`src/rtl/operand_input_port.sv`:
```
// operand_input_port
//   Operand entry front-end for the CPU lab board. The raw active-low button
//   and the switch bank are synchronized. The button is then debounced. Each
//   accepted press captures the synchronized switch value and offers it to the
//   CPU with a valid/ack handshake. A 2-bit operand index (X/Y/Z/Answer)
//   follows the accepted presses for the state digit on the display.
//
// Parameters
//   DEBOUNCE_CYCLES  consecutive stable cycles before the debounced level moves (>= 2)
//   DATA_W           switch / data width
//
// Ports
//   clk          system clock, rising edge
//   reset        asynchronous active-low reset
//   btn_n        raw pushbutton, active-low, asynchronous, bouncy
//   sw           raw switches, asynchronous
//   rd_ack       CPU has consumed data_out
//   data_out     captured operand
//   data_valid   data_out holds an unconsumed operand
//   overrun      sticky: a press was rejected while data was unconsumed
//   operand_idx  accepted operands mod 4 (0=X, 1=Y, 2=Z, 3=Answer)
module operand_input_port #(
   parameter int unsigned DEBOUNCE_CYCLES = 4,
   parameter int unsigned DATA_W          = 8
) (
   input  logic              clk,
   input  logic              reset,
   input  logic              btn_n,
   input  logic [DATA_W-1:0] sw,
   input  logic              rd_ack,
   output logic [DATA_W-1:0] data_out,
   output logic              data_valid,
   output logic              overrun,
   output logic [1:0]        operand_idx
);

   localparam int unsigned      CntW   = (DEBOUNCE_CYCLES > 2) ? $clog2(DEBOUNCE_CYCLES) : 1;
   localparam logic [CntW-1:0]  CntMax = CntW'(DEBOUNCE_CYCLES - 1);

   localparam logic [0:0] StEmpty = 1'b0;
   localparam logic [0:0] StFull  = 1'b1;

   // Two-flop synchronizers
   logic              btn_meta_q, btn_s_q;
   logic [DATA_W-1:0] sw_meta_q, sw_s_q;

   // Debounce
   logic              btn_db_q, btn_db_d;
   logic [CntW-1:0]   cnt_q, cnt_d;
   logic              press_evt;

   // Handshake
   logic [0:0]        state_q, state_d;
   logic [DATA_W-1:0] data_q, data_d;
   logic              ovr_q, ovr_d;
   logic [1:0]        idx_q, idx_d;

   always_ff @(posedge clk or negedge reset) begin
      if (!reset) begin
         btn_meta_q <= 1'b1;
         btn_s_q    <= 1'b1;
         sw_meta_q  <= '0;
         sw_s_q     <= '0;
      end else begin
         btn_meta_q <= btn_n;
         btn_s_q    <= btn_meta_q;
         sw_meta_q  <= sw;
         sw_s_q     <= sw_meta_q;
      end
   end

   // cnt counts consecutive cycles on which btn_s disagrees with btn_db. Any
   // agreement restarts the count, so short glitches never move btn_db.
   always_comb begin
      btn_db_d = btn_db_q;
      cnt_d    = '0;
      if (btn_s_q != btn_db_q) begin
         if (cnt_q == CntMax) begin
            btn_db_d = btn_s_q;
         end else begin
            cnt_d = cnt_q + CntW'(1);
         end
      end
   end

   // A press is the edge on which the debounced level falls. Capture happens
   // on that same edge.
   assign press_evt = btn_db_q & ~btn_db_d;

   always_comb begin
      state_d = state_q;
      data_d  = data_q;
      ovr_d   = ovr_q;
      idx_d   = idx_q;
      case (state_q)
         StEmpty: begin
            if (press_evt) begin
               data_d  = sw_s_q;
               idx_d   = idx_q + 2'd1;
               state_d = StFull;
            end
         end
         StFull: begin
            if (press_evt && rd_ack) begin
               // Old value is consumed and the new one is captured together.
               data_d = sw_s_q;
               idx_d  = idx_q + 2'd1;
            end else if (press_evt) begin
               ovr_d = 1'b1;
            end else if (rd_ack) begin
               state_d = StEmpty;
            end
         end
         default: state_d = StEmpty;
      endcase
   end

   always_ff @(posedge clk or negedge reset) begin
      if (!reset) begin
         btn_db_q <= 1'b1;
         cnt_q    <= '0;
         state_q  <= StEmpty;
         data_q   <= '0;
         ovr_q    <= 1'b0;
         idx_q    <= 2'd0;
      end else begin
         btn_db_q <= btn_db_d;
         cnt_q    <= cnt_d;
         state_q  <= state_d;
         data_q   <= data_d;
         ovr_q    <= ovr_d;
         idx_q    <= idx_d;
      end
   end

   assign data_out    = data_q;
   assign data_valid  = (state_q == StFull);
   assign overrun     = ovr_q;
   assign operand_idx = idx_q;

endmodule

```
`config.mk`:
```
export PLATFORM = sky130hd
export DESIGN_NAME = operand_input_port
export DESIGN_NICKNAME = d
export VERILOG_FILES = /design/src/rtl/operand_input_port.sv
export SDC_FILE = /design/constraint.sdc
export NUM_CORES = 1
export LEC_CHECK = 0
export BUFFER_PORTS_ARGS = -buffer_cell sky130_fd_sc_hd__clkbuf_2
export CAP_MARGIN = 20
export CORE_MARGIN = 4
export CORE_UTILIZATION = 51
export CTS_CLUSTER_SIZE = 30
export DETAILED_ROUTE_END_ITERATION = 12
export MAX_ROUTING_LAYER = met4
export PLACE_DENSITY = 0.79
export SYNTH_ARGS = -nofsm -noshare
export SYNTH_HDL_FRONTEND = slang
export SYNTH_SLANG_ARGS = --single-unit
export TNS_END_PERCENT = 100
```
`constraint.sdc`:
```
create_clock -name clk -period 2.1 [get_ports clk]
set_clock_uncertainty 0.2 [all_clocks]
set_input_delay 0.315 -clock clk [delete_from_list [all_inputs] [get_ports clk]]
set_output_delay 0.315 -clock clk [all_outputs]
set_load 0.1 [all_outputs]
```
==> flow_summary.yaml <==
timing:
  worst_slew_pin_slew_ps: 780
  slew_violations: 0
  relSlewSlack: 0.480
  post-route-period-util: 0.833
  finalCriticalPeriod_ps: 1750
  grt_setup_unrepaired: "false"
  fmax_ghz: 0.572
  setup_viol: 0
  finalSetupTns_ps: 0
  hold_viol: 0
critical_path:
  end_kind: "flop"
  required_ps: 2100
  rr_worst_depth: 4
  critical_path_arrival_ps: 1750
  regToRegEndpoint: "data_out[2]$_DFFE_PN0P_"
  worst_setup_path_start_kind: "flop"
  path_class: "reg -> reg"
  cp_max_fo: 9
  reg2reg_from: "cnt_q[0]$_DFF_PN0_"
  worst-r2r-setup-slack_ps: 350
die:
  die_area_mm2: 0.00297
  start_util: 0.550
  io_pins: 24
  core_mm2: 0.00200
  die_height_um: 54.5
  rows: 16
  die_w_um: 54.5
power:
  p_leak_uw: 0.000714
  ir_drop_v: 0.000781
  power.density_mw_per_mm2: 1530
clocking:
  cts_tree: "built"
  clock_latency_ps: 310
  cts.repair.resized: 0
  clkTransAtPathRegs_ps: 90
  cts_root_buf: "clkbuf_4"
  clock_sinks: 33
  numCtsBuffers: 5
  clock_path_buffers: 2
  htree_levels: 2
logic_synthesis:
  synth_top_family_by_area: "multiplexers"
  synth.distinct_cells: 17
  syn_inst: 56
  synth_seq_cells: 33
  synth_seq_area_share: 0.753
  avgSynthCellArea_um2: 19.7
  yosys_warnings: 0
  yosys.area_share.simple: 0.0636
  synth-compound-area-share: 0.00682
  synth_xor_area_frac: 0.0239
  synth_area_mm2: 0.00110
  syn_nets: 69
  synthAdderAreaFrac: 0.0114
  muxShareOfSynthArea: 0.119
finish:
  fillers: 136
  final_cell_area_mm2: 0.00142
  nets: 108
  final_common_cell: "dfrtp_1"
  mostFrequentLayoutCells: "dfrtp_1 (30), clkbuf_2 (23), dlygate4sd3_1 (10), mux2_4 (8), clkbuf_4 (5)"
  multiInputGateArea_um2: 248
  antenna_cells: 0
  area_delta_synth_final_pct: 28.5
  drive_above_1_share: 0.469
  register_area_um2: 830
placement:
  hpwl_um: 1080
  place_area_mm2: 0.00123
  io_buffers: 23
  gp_congestion: 0.613
global_route:
  grt_pass1_wl_um: 2770
  track_usage: 0.148
  grt_max_degree: 34
  grt_pass1_vias: 632
  antenna_found_initial: 0
  grt_overflow: 0
route:
  dr.pass1.iters: 3
  drc_errors: 0
  drtIter0Drc: 2
  viasPerCell: 4.63
  via_count: 569
  detail-route-antenna-nets: 0
  wirelength_um: 1600
  wl_per_cell_um: 13.0
hold_path:
  worstHoldPathType: "in -> reg"
  hp-start: "rd_ack"
  min_path_cells: 3
  min_delay_worst_endpoint: "data_valid$_DFF_PN0_"
run_status:
  status: "completed"
run:
  drv_cap: 0
## worst max-delay path by stage
stage / to / start / slack (ps)
2_1_floorplan: data_out[0]$_DFFE_PN0P_ / data_valid$_DFF_PN0_ / 180
3_3_place_gp: data_out[1]$_DFFE_PN0P_ / cnt_q[0]$_DFF_PN0_ / 430
3_5_place_dp: data_out[2]$_DFFE_PN0P_ / cnt_q[0]$_DFF_PN0_ / 350
4_1_cts: data_out[2]$_DFFE_PN0P_ / cnt_q[0]$_DFF_PN0_ / 330
5_1_grt: data_out[2]$_DFFE_PN0P_ / cnt_q[0]$_DFF_PN0_ / 260
6_report: data_out[2]$_DFFE_PN0P_ / cnt_q[0]$_DFF_PN0_ / 350
## worst max-delay path: stages, from the launching register on
cell	delay (ps)
dfrtp_1	370
ha_1	260
nand3b_4	130
nor2b_4	350
mux2_4	340
## report_power, final
| group | switching [uW] | total [uW] | internal (uW) |
|---|---|---|---|
| sequential | 73.2 | 836 | 763 |
| clock | 191 | 475 | 284 |
| combinational | 669 | 858 | 189 |
| total | 933 | 2170 | 1240 |
## per-stage QoR
step / worst slack (ps) / total power (uW) / std cells / hold slack (ps) / utilization
global route: 259 / 2270 / 123 / 68.8 / 0.707
CTS: 334 / 2190 / 123 / 68.1 / 0.707
finish: 351 / 2170 / 123 / 76.6 / 0.707
global placement: 426 / 1680 / 105 / 132 / 0.614
detailed placement: 354 / 1700 / 105 / 138 / 0.614
floorplan: 175 / 1560 / 56 / -181 / -
## repair_timing
item	4_1_cts	5_1_grt
hold endpoints to repair	39	0
setup buffers	0	0
hold buffers	10	0
## registers in the layout, summed over array words and instances (netlist names)
name / cells
data_out: 8
sw_meta_q: 8
sw_s_q: 8
cnt_q: 2
operand_idx: 2
btn_db_q: 1
btn_meta_q: 1
btn_s_q: 1
data_valid: 1
overrun: 1
## metal layers
metal	part of all wire	global-route usage	wire length [um]	up-vias
met3	0.054	0.0572	87	5
met4	0.028	0.0996	44	0
met1	0.39	0.153	621	280
li1	-	-	-	264
met2	0.53	0.231	846	20
met5	0	-	0	-
## cells by family (layout without fill, tap and decap cells)
kind of cell | Yosys count | in the layout
mux | 9 | 9
fa+ha+maj | 1 | 1
simple gates | 7 | 7
compound gates | 1 | 1
flops | 33 | 33
buf+inv | 2 | 42
xor+xnor | 3 | 3
## Yosys cell counts
cell      instances  area share
nand2_1           1      0.0034
nor2b_1           1      0.0057
dfstp_2           3       0.072
nor2b_4           1       0.012
nor3_1            1      0.0045
inv_1             1      0.0034
xor2_1            1      0.0080
mux2_4            8        0.11
nand2b_4          1       0.012
o21bai_1          1      0.0068
buf_12            1       0.018
mux2_2            1       0.010
nand3b_4          1       0.018
ha_1              1       0.011
nor3b_1           1      0.0068
xnor2_1           2       0.016
dfrtp_1          30        0.68
## final cells by class
cell class / count / area share
sequential: 33 / 0.586
multi-input combinational: 21 / 0.175
timing repair buffer: 33 / 0.152
clock buffer: 7 / 0.0389
tap: 27 / 0.0239
clock inverter: 1 / 0.0212
inverter: 1 / 0.00265
(Power assumes the default switching activity.)
